$ cat src/rtl/oam_dma_controller_pkg.sv
// Shared constants and state encoding for the OAM sprite DMA sequencer.
package oam_dma_controller_pkg;

    localparam logic [15:0] DEFAULT_TRIGGER_ADDR = 16'h4014;
    localparam logic [15:0] DEFAULT_TARGET_ADDR  = 16'h2004;
    localparam int unsigned PAGE_W  = 8;
    localparam int unsigned COUNT_W = 8;
    localparam int unsigned ADDR_W  = 16;
    localparam int unsigned DATA_W  = 8;

    typedef enum logic [2:0] {
        ST_IDLE  = 3'd0,
        ST_HALT  = 3'd1,
        ST_ALIGN = 3'd2,
        ST_READ  = 3'd3,
        ST_WRITE = 3'd4
    } dma_state_e;

endpackage

$ cat src/rtl/oam_dma_controller.sv
// OAM sprite DMA: halts the 6502 via RDY and copies one page to OAMDATA
// as alternating get/put cycles. Every output comes straight from a flop.
module oam_dma_controller
    import oam_dma_controller_pkg::*;
#(
    parameter logic [15:0] TRIGGER_ADDR = DEFAULT_TRIGGER_ADDR,
    parameter logic [15:0] TARGET_ADDR  = DEFAULT_TARGET_ADDR,
    parameter int unsigned XFER_COUNT   = 256
) (
    input  logic                i_clk,
    input  logic                i_reset_n,
    input  logic                i_ce,
    input  logic [ADDR_W-1:0]   i_cpu_address,
    input  logic                i_cpu_rw,
    input  logic [DATA_W-1:0]   i_cpu_data,
    input  logic [DATA_W-1:0]   i_bus_data,
    output logic                o_rdy,
    output logic                o_dma_active,
    output logic [ADDR_W-1:0]   o_address,
    output logic                o_address_load_low,
    output logic                o_address_load_high,
    output logic                o_rw,
    output logic [DATA_W-1:0]   o_data
);

    localparam logic [COUNT_W-1:0] LAST_COUNT = COUNT_W'(XFER_COUNT - 1);

    dma_state_e          state_q,   state_d;
    logic                parity_q,  parity_d;
    logic [PAGE_W-1:0]   page_q,    page_d;
    logic [COUNT_W-1:0]  count_q,   count_d;
    logic [DATA_W-1:0]   data_q,    data_d;
    logic                rdy_q,     rdy_d;
    logic                active_q,  active_d;
    logic [ADDR_W-1:0]   address_q, address_d;
    logic                strobe_q,  strobe_d;
    logic                rw_q,      rw_d;

    // Next state and the outputs that go with it, registered below.
    always_comb begin
        state_d   = state_q;
        parity_d  = ~parity_q;
        page_d    = page_q;
        count_d   = count_q;
        data_d    = data_q;
        rdy_d     = rdy_q;
        active_d  = active_q;
        address_d = address_q;
        strobe_d  = 1'b0;
        rw_d      = 1'b1;

        unique case (state_q)
            ST_IDLE: begin
                if (!i_cpu_rw && i_cpu_address == TRIGGER_ADDR) begin
                    page_d  = i_cpu_data;
                    state_d = ST_HALT;
                    rdy_d   = 1'b0;
                end
            end
            ST_HALT: begin
                // The 6502 only honours RDY on read cycles.
                if (i_cpu_rw) begin
                    active_d = 1'b1;
                    if (!parity_d) begin
                        state_d   = ST_READ;
                        address_d = {page_q, count_q};
                        strobe_d  = 1'b1;
                    end else begin
                        state_d = ST_ALIGN;
                    end
                end
            end
            ST_ALIGN: begin
                state_d   = ST_READ;
                address_d = {page_q, count_q};
                strobe_d  = 1'b1;
            end
            ST_READ: begin
                data_d    = i_bus_data;
                state_d   = ST_WRITE;
                address_d = TARGET_ADDR;
                rw_d      = 1'b0;
                strobe_d  = 1'b1;
            end
            ST_WRITE: begin
                if (count_q == LAST_COUNT) begin
                    count_d  = '0;
                    state_d  = ST_IDLE;
                    rdy_d    = 1'b1;
                    active_d = 1'b0;
                end else begin
                    count_d   = count_q + 1'b1;
                    state_d   = ST_READ;
                    address_d = {page_q, count_q + 1'b1};
                    strobe_d  = 1'b1;
                end
            end
            default: begin
                state_d  = ST_IDLE;
                rdy_d    = 1'b1;
                active_d = 1'b0;
            end
        endcase
    end

    always_ff @(posedge i_clk or negedge i_reset_n) begin
        if (!i_reset_n) begin
            state_q   <= ST_IDLE;
            parity_q  <= 1'b0;
            page_q    <= '0;
            count_q   <= '0;
            data_q    <= '0;
            rdy_q     <= 1'b1;
            active_q  <= 1'b0;
            address_q <= '0;
            strobe_q  <= 1'b0;
            rw_q      <= 1'b1;
        end else if (i_ce) begin
            state_q   <= state_d;
            parity_q  <= parity_d;
            page_q    <= page_d;
            count_q   <= count_d;
            data_q    <= data_d;
            rdy_q     <= rdy_d;
            active_q  <= active_d;
            address_q <= address_d;
            strobe_q  <= strobe_d;
            rw_q      <= rw_d;
        end
    end

    assign o_rdy               = rdy_q;
    assign o_dma_active        = active_q;
    assign o_address           = address_q;
    assign o_address_load_low  = strobe_q;
    assign o_address_load_high = strobe_q;
    assign o_rw                = rw_q;
    assign o_data              = data_q;

endmodule

$ cat config.mk
export PLATFORM = sky130hd
export DESIGN_NAME = oam_dma_controller
export DESIGN_NICKNAME = d
export VERILOG_FILES = /design/src/rtl/oam_dma_controller_pkg.sv /design/src/rtl/oam_dma_controller.sv
export SDC_FILE = /design/constraint.sdc
export NUM_CORES = 1
export LEC_CHECK = 0
export ABC_AREA = 1
export BUFFER_PORTS_ARGS = -buffer_cell sky130_fd_sc_hd__buf_2
export CAP_MARGIN = 20
export CORE_MARGIN = 2
export CORE_UTILIZATION = 52
export CTS_CLUSTER_SIZE = 14
export DETAILED_ROUTE_END_ITERATION = 12
export PLACE_DENSITY = 0.86
export SYNTH_ARGS = -nofsm -noshare
export SYNTH_HDL_FRONTEND = slang
export SYNTH_SLANG_ARGS = --single-unit
export TNS_END_PERCENT = 5
$ cat constraint.sdc
create_clock -name i_clk -period 1.85 [get_ports i_clk]
set_input_delay 0.0925 -clock i_clk [delete_from_list [all_inputs] [get_ports i_clk]]
set_output_delay 0.0925 -clock i_clk [all_outputs]
set_load 0.02 [all_outputs]
# [Word level (Yosys, flattened, before mapping)]
# Index checks and enable logic that the tools add are counted.
[op_classes] addsub=1 eq_ne=11 muxes=21 bitwise=3 reduce_logical=14
[ops] cell="$pmux 16 s4" n=1
[ops] cell="$mux 16" n=3
[ops] cell="$eq 16x15->1 const B" n=1
[ops] cell="$pmux 3 s5" n=1
[ops] cell="$ne 2x2->1 const B" n=5
[ops] cell="$mux 1" n=9
[ops] cell="$pmux 1 s3" n=3
[ops] cell="$add 8x1->8 const B" n=1
[ops] cell="$eq 8x8->1 const B" n=1
[ops] cell="$mux 8" n=1
[ops] cell="$reduce_and 4->1" n=2
[ops] cell="$eq 3x2->1 const B" n=2
[ops] cell="$mux 3" n=2
[ops] cell="$reduce_and 3->1" n=2
[ops] cell="$reduce_or 3->1" n=2
[ops] cell="$reduce_and 5->1" n=1
[ops] cell="$reduce_and 2->1" n=2
[ops] cell="$reduce_bool 4->1" n=1
[ops] cell="$eq 3x1->1 const B" n=1
[ops] cell="$eq 3x3->1 const B" n=1
[ops] cell="$logic_not 3->1" n=1
[ops] cell="$not 1->1" n=3
[ops] cell="$mux 2" n=1
[ops] cell="$reduce_or 2->1" n=1
[ops] cell="other kinds (2)" n=2
[totals] ff_bits=48 inputBits=36 output_inout_bits=29 word_cells=60

# [Longest topological paths before layout]
# Gate-level depths: netlist of the first run.
[depth] ltp_word=4 ltp_mapped=9

# [Worst setup path before layout of the first run]
# No wires, ideal clock.
[synth_timing] path_kind="reg-to-reg" start="register state_q[0]" end="register count_q[2]" arrival_time_ns=1.244 required_time_ns=1.725 setup_slack_ns=0.481 stages_incl_launch_ff=5 path_buffers=0 synth_period_minus_slack_ns=1.369 cell_sequence="dfrtp_1 -> nor2_2 -> nand2_2 -> nor2_2 -> mux2_2"
[synth_between] elab_chain_len=2
[synth_rtl] element="from (decl)" line_no="oam_dma_controller.sv:28" text="dma_state_e state_q, state_d;"
[synth_rtl] element="from (signal assigned)" line_no="oam_dma_controller.sv:119" text="state_q <= state_d;"
[synth_rtl] element="$eq 3x3->1" line_no="oam_dma_controller.sv:52" text="unique case (state_q)"
[synth_rtl] element="$reduce_and 2->1 (no source line)"
[synth_rtl] element="to (signal assigned)" line_no="oam_dma_controller.sv:122" text="count_q <= count_d;"
[synth_rtl] element="to (decl)" line_no="oam_dma_controller.sv:31" text="logic [COUNT_W-1:0] count_q, count_d;"
# No other way between the ends.
# A chain may end at the register's enable or synchronous reset.

# [Worst setup path in the final report of the first run]
[layout_timing] start="register state_q[2]" end="register address_q[7], in the netlist o_address[7]"
[layout_between] elab_chain_len=3 word_cells_on_any_way=10
[layout_rtl] element="$eq 3x3->1 (tied with other cells)" line_no="oam_dma_controller.sv:52"
[layout_rtl] element="$reduce_bool 4->1 (no source line) or $ne 2x2->1 (tied branches)"
[layout_rtl] element="$reduce_and 5->1 (no source line)"
[layout_rtl] element="to (signal assigned)" line_no="oam_dma_controller.sv:126" text="address_q <= address_d;"
[layout_rtl] element="to (decl)" line_no="oam_dma_controller.sv:35" text="logic [ADDR_W-1:0] address_q, address_d;"
# Several ways; a longest one is shown, not always the timed one.

==> reports/results.ini, run 1 <==
[run_status]
outcome = complete, no violations

[floorplanning]
die_x_um = 71.46
coreArea_mm2 = 0.004354
die_area_mm2 = 0.005106
rows = 24
initial_core_util_pct = 54.34
die_y_um = 71.46
ios = 65

[critical_path]
cp-end-kind = flip-flop
r2r_start = state_q[2]$_DFFE_PN0P_
critPathKind = flip-flop to flip-flop
r2r_slack_ps = 220
critPathArrivalTime_ps = 1820
cp-startpoint = state_q[2]$_DFFE_PN0P_
worstSetupStartpointType = flip-flop
cp.required_ps = 2040
worst-r2r-cell-count = 8
worstPathMaxFanout = 27

[detailed_routing]
routedWlPerCell_um = 12.02
drt_first_pass_iters = 4
drcViolationCount = 0
drtIter0Drc = 105
vias = 2065
vias_per_cell = 5.099
routed_wl_um = 4868
ant_nets = 0

[global_routing]
grt_pass1_wl_um = 8245
grtUsageTotal_pct = 20.42
grt_max_degree = 49
grt_pass1_vias = 1989
gr-total-overflow = 0
grt_antenna_before_repair = 0

[min_path]
hold-path-cell-count = 3
hp-start = i_cpu_data[3]
hp-class = input pin to flip-flop

[final_layout]
mostFrequentLayoutCell = nand2_1
fillers = 375
syn2layout_area_growth_pct = 19.30
drive_gt1_share_pct = 31.73
antenna_cells = 0
fin_nets = 390
layout.cells.most_common_list = nand2_1 (89), buf_2 (64), dfrtp_1 (46), inv_1 (27), nor2_1 (23)

[synthesis]
yosys_warnings = 0
yosys_register_bits = 48
synth_fa_ha_area_share_pct = 0.5288
synth.area.top_cells = dfrtp_1 (49%), nand2_1 (14%), inv_1 (4.3%)
synth_xor_area_share_pct = 0.3702
synth_top_family_by_area = simple AND/OR/NAND/NOR gates
synth_top_area_share_pct = 48.65
yosys.area.top_type = dfrtp_1
syn_avg_cell_area_um2 = 8.360
synth-simple-area-share_pct = 27.45
syn_inst = 283
synth.distinct_cells = 28
yosysSeqAreaShare_pct = 50.87
synthMuxAreaShare_pct = 4.283
synth-compound-area-share_pct = 10.05
netlist_area_mm2 = 0.002366
syn-num-nets = 320

[place]
pre_cts_slack_ps = 228.6
hpwl_um = 3747
portBuffers = 64
place.gp.congestion = 0.9374

[timing]
rsz0062_at_grt = false
tightest_slew_ps = 583.4
hold_viol = 0
setup_violations = 0
fin_tns_setup_ps = 0
relSlewSlack_pct = 61.11
slew_viol_final = 0
fin_skew_ps = 3.744
fin_ws_ps = 223.3
post-route-min-period_ps = 1627
max_freq_mhz = 614.7
finalCritPeriodShare_pct = 87.93

[clock_tree]
cts_tree = done
cts_setup_buffers = 0
cts_max_level = 2
root_buffer = clkbuf_8
clk_latency_ps = 300
max-clock-path-buffers = 2
cts_resized = 0
cts_sinks = 48
cts_buffers = 5
clk_pin_slew_ps = 90
cts_hold_buffers = 1

[pwr]
power_leakage_nw = 1.493
power_density_mw_per_mm2 = 1433
ir_worst_vdd_uv = 1066

[run]
cap_violations = 0

==> registers in the layout (all words and copies together) (netlist names), 3 cells and up <==
name	count
o_address	16
count_q	8
o_data	8
page_q	8
state_q	3
==> cell type report <==
type / instances / area (um2) / area share (%)
tap: 52 / 65.06 / 2.305
sequential: 48 / 1204 / 42.64
clock buffer: 5 / 68.82 / 2.438
multi-input combinational: 200 / 1010 / 35.77
inverter: 31 / 117.6 / 4.167
clock inverter: 2 / 12.51 / 0.4433
timing repair buffer: 67 / 345.3 / 12.23
==> critical path: stages (launching register included) <==
cell     delay, ps
dfrtp_1        480
inv_2          130
nand3_1        140
a21oi_1        190
nor2_2          70
nand2_4        260
inv_2          120
nand2_1         80
nand2_1         50
==> cell usage after synthesis <==
cell and count:
nor2_2 4, a21oi_1 3, nand4_1 2, buf_2 1, nand2_1 89, dfrtp_1 46
nand2_4 1, or2_2 1, clkinv_2 1, o22ai_1 3, buf_6 2, nor2_1 23
nand2_2 5, xor2_1 1, nor3_1 1, inv_2 3, and2_0 1, ha_1 1
o21ai_0 17, nand3_2 3, mux2_2 9, nor2_4 1, inv_1 27, nand3_1 18
o21ai_2 9, o21ai_1 8, buf_4 1, dfstp_2 2
==> path summary, 6_finish.rpt <==
path,to
worst max register to register,o_address[7]$_DFFE_PN0P_
worst min register to register,o_address[11]$_DFFE_PN0P_
max in group asynchronous,parity_q$_DFFE_PN0P_
worst max-delay path,o_address[7]$_DFFE_PN0P_
min in group asynchronous,count_q[7]$_DFFE_PN0P_
worst min-delay path,page_q[3]$_DFFE_PN0P_
==> report_power, final <==
group / internal, W / switching (W) / leakage, nW / total (W)
Combinational: 0.000613 / 0.00117 / 0.842 / 0.00178
Clock: 0.000256 / 0.000339 / 0.0400 / 0.000595
Sequential: 0.00140 / 0.000272 / 0.611 / 0.00167
Total: 0.00227 / 0.00178 / 1.49 / 0.00405
==> kinds of logic (layout without fill, tap and decap cells) <==
logic type | Yosys count | after routing
AND/OR/NAND/NOR | 149 | 149
AO/OA/AOI/OAI | 40 | 40
multiplexers | 9 | 9
XOR/XNOR | 1 | 1
flip-flops | 48 | 48
buffers and inverters | 35 | 105
adder cells (fa/ha/maj) | 1 | 1
==> per-stage QoR <==
step	hold WS [ps]	util (%)	std cells	instance area [um2]	power, W
detailed placement	220.8	62.73	397	2731	0.003478
global placement	212.7	62.73	397	2731	0.003423
global route	15.79	64.83	405	2823	0.004372
finish	16.23	64.83	405	2823	0.004046
floorplan	-203.1	-	283	2366	0.002976
CTS	6.704	64.83	405	2823	0.004085
==> metal layers <==
layer | share of wire [%] | wire [um] | vias to the layer above | global-route usage (%)
met5 | 0 | 0 | - | 0
met4 | 1.8 | 88 | 0 | 6.709
met3 | 6.7 | 326 | 15 | 5.767
met2 | 48 | 2318 | 89 | 35.08
met1 | 44 | 2135 | 916 | 24.79
li1 | - | - | 1045 | -
Power figures use the tool's default switching activity.
==> run 2: changes to the inputs <==
--- a/config.mk
+++ b/config.mk
@@ -8,11 +8,13 @@
 export ABC_AREA = 1
 export BUFFER_PORTS_ARGS = -buffer_cell sky130_fd_sc_hd__buf_2
 export CAP_MARGIN = 20
+export CORE_ASPECT_RATIO = 0.8
 export CORE_MARGIN = 2
 export CORE_UTILIZATION = 52
 export CTS_CLUSTER_SIZE = 14
 export DETAILED_ROUTE_END_ITERATION = 12
 export PLACE_DENSITY = 0.86
+export RECOVER_POWER = 50
 export SYNTH_ARGS = -nofsm -noshare
 export SYNTH_HDL_FRONTEND = slang
 export SYNTH_SLANG_ARGS = --single-unit
==> reports/results.ini, run 2 (synthesis gave the netlist of run 1 again) <==
[timing]
tightest_slew_ps = 1126  ; +542.7 ps
rsz0062_at_grt = false
hold_viol = 0  ; unchanged
max_freq_mhz = 605.7  ; -1.5%
finalCritPeriodShare_pct = 89.24  ; +1.3 points
slew_viol_final = 0  ; unchanged
relSlewSlack_pct = 24.93  ; -36 points
fin_tns_setup_ps = 0  ; unchanged
post-route-min-period_ps = 1651  ; +24.27 ps
setup_violations = 0  ; unchanged
fin_skew_ps = 7.129  ; +3.385 ps

[global_routing]
gr-total-overflow = 0  ; unchanged
grt_pass1_wl_um = 8542  ; +3.6%
grt_antenna_before_repair = 0  ; unchanged
grt_max_degree = 49  ; unchanged
grtUsageTotal_pct = 21.63  ; +1.2 points
grt_pass1_vias = 1929  ; -3.0%

[critical_path]
slowest_delay_ps = 460  ; -20 ps
worstSetupStartpointType = flip-flop
crit_top_cell = nand2_1
crit_family = simple AND/OR/NAND/NOR gates
cpMaxStageDelayCell = dfrtp_1
worst-r2r-cell-count = 8  ; unchanged
critical_path_buf_inv_count = 2  ; unchanged
critPathArrivalTime_ps = 1850  ; +30 ps
cp-end-kind = flip-flop
cp_num_cells = 8  ; unchanged
cp.required_ps = 2050  ; about the same
cp_cell_sequence = nor2_2 > nand2_2 > clkinv_2 > nand3_2 > nand2_4 > inv_2 > nand2_1 > nand2_1
critPathKind = flip-flop to flip-flop
worstPathMaxFanout = 27  ; unchanged

[detailed_routing]
vias = 2061  ; -0.19%
ant_nets = 0  ; unchanged
routed_wl_um = 5087  ; +4.5%
drcViolationCount = 0  ; unchanged
drtIter0Drc = 124  ; +18%
routedWlPerCell_um = 12.38  ; +3.0%
drt_first_pass_iters = 4  ; unchanged
vias_per_cell = 5.015  ; -1.7%

[run]
cap_violations = 0  ; unchanged

[place]
hpwl_um = 3814  ; +1.8%
place.gp.congestion = 0.9079  ; -3.1%
portBuffers = 64  ; unchanged

[clock_tree]
cts_buffers = 5  ; unchanged
clk_latency_ps = 300  ; about the same
root_buffer = clkbuf_8
cts_sinks = 48  ; unchanged
cts_tree = done
cts_setup_buffers = 0  ; unchanged
max-clock-path-buffers = 2  ; unchanged
clk_pin_slew_ps = 90  ; about the same
cts_max_level = 2  ; unchanged

[floorplanning]
ios = 65  ; unchanged
die_x_um = 79.42  ; +11%
coreArea_mm2 = 0.004283  ; -1.6%
rows = 21  ; -13%
die_area_mm2 = 0.005109  ; about the same
die_y_um = 64.33  ; -10%
initial_core_util_pct = 55.24  ; +0.90 points

[final_layout]
fillers = 397  ; +5.9%
mostFrequentLayoutCell = nand2_1
drive_gt1_share_pct = 28.25  ; -3.5 points
utilization_pct = 65.76  ; +0.93 points
fin_nets = 390  ; unchanged
largest_reg_flops = 16  ; unchanged
syn2layout_area_growth_pct = 19.04
layout.cells.most_common_list = nand2_1 (89), buf_2 (51), dfrtp_1 (46), inv_1 (27), nor2_1 (23)
antenna_cells = 0  ; unchanged

[pwr]
power.internal_w = 0.002244  ; -1.1%
power_density_mw_per_mm2 = 1444  ; +0.72%
netSwitchingFraction_pct = 44.80  ; +0.88 points
combPwrFrac_pct = 43.4  ; -0.6 points
switching_power_w = 0.001822  ; +2.5%
seqPwrFrac_pct = 41.4  ; about the same
pwr-share-clk_pct = 15.3  ; +0.6 points
power_leakage_nw = 1.457  ; -2.4%
ir_worst_vdd_uv = 727.3  ; -32%

[run_status]
outcome = complete, no violations

[min_path]
hp-class = input pin to flip-flop
hold-path-cell-count = 3  ; unchanged

==> run 2: cell count changes in the layout (fill, tap and decap cells not counted), sizes merged <==
cell,delta
clkbuf,+14
clkinvlp,-1
clkinv,+2
buf,-14
==> run 2: metal layers <==
metal / part of all wire (%) / track usage [%] / wire [um]
met2: 44 / 34.22 / 2260
met5: 0 / 0 / 0
met3: 6.4 / 4.520 / 327
met1: 47 / 28.99 / 2372
met4: 2.5 / 9.052 / 126
==> run 2: per-stage QoR <==
| step | instance area (um2) | std cells | total power (W) | setup slack, ps | hold slack (ps) |
|---|---|---|---|---|---|
| floorplan | 2366 | 283 | 0.002976 | 481.2 | -203.1 |
| global placement | 2738 | 402 | 0.003438 | 290.4 | 216.1 |
| detailed placement | 2738 | 402 | 0.003481 | 227.0 | 215.8 |
| CTS | 2835 | 411 | 0.004116 | 207.8 | 3.192 |
| global route | 2816 | 411 | 0.004401 | 7.095 | 8.538 |
| finish | 2816 | 411 | 0.004066 | 199.0 | 11.01 |
==> run 2: timing repair <==
item	CTS	global route
resized for setup	0	0
hold buffers	1	0
setup endpoints to repair	0	0
hold endpoints to repair	46	0
==> run 2: worst min-delay path, cell delays in order <==
cell     delay, ps
buf_2           90
inv_1           40
o21ai_1         60
==> run 2: path summary, 6_finish.rpt <==
check	startpoint	end	slack, ps
worst max-delay path	state_q[0]$_DFFE_PN0P_	o_address[7]$_DFFE_PN0P_	200
worst min register to register	o_address[11]$_DFFE_PN0P_	o_address[11]$_DFFE_PN0P_	490
worst min-delay path	i_cpu_data[3]	page_q[3]$_DFFE_PN0P_	10
max in group asynchronous	i_reset_n	state_q[0]$_DFFE_PN0P_	550
min in group asynchronous	i_reset_n	o_address[6]$_DFFE_PN0P_	610
worst max register to register	state_q[0]$_DFFE_PN0P_	o_address[7]$_DFFE_PN0P_	200
==> run 2: layout make-up <==
type / instances / area (um2) / area share (%)
clock buffers: 5 / 68.82 / 2.443
clock inverters: 3 / 18.77 / 0.6664
inverters: 31 / 117.6 / 4.176
multi-input cells: 200 / 1010 / 35.85
flip-flops and latches: 48 / 1204 / 42.74
well taps: 57 / 71.32 / 2.532
repair buffers: 67 / 326.6 / 11.59
==> run 2: power groups by stage <==
stage | sequential (W) | combinational, W | clock, W
6_report | 0.00168 | 0.00176 | 0.000621
3_3_place_gp | 0.00168 | 0.00176 | 0
2_1_floorplan | 0.00191 | 0.00107 | 0
3_5_place_dp | 0.00169 | 0.00179 | 0
4_1_cts | 0.00168 | 0.00181 | 0.000631
5_1_grt | 0.00173 | 0.00199 | 0.000684
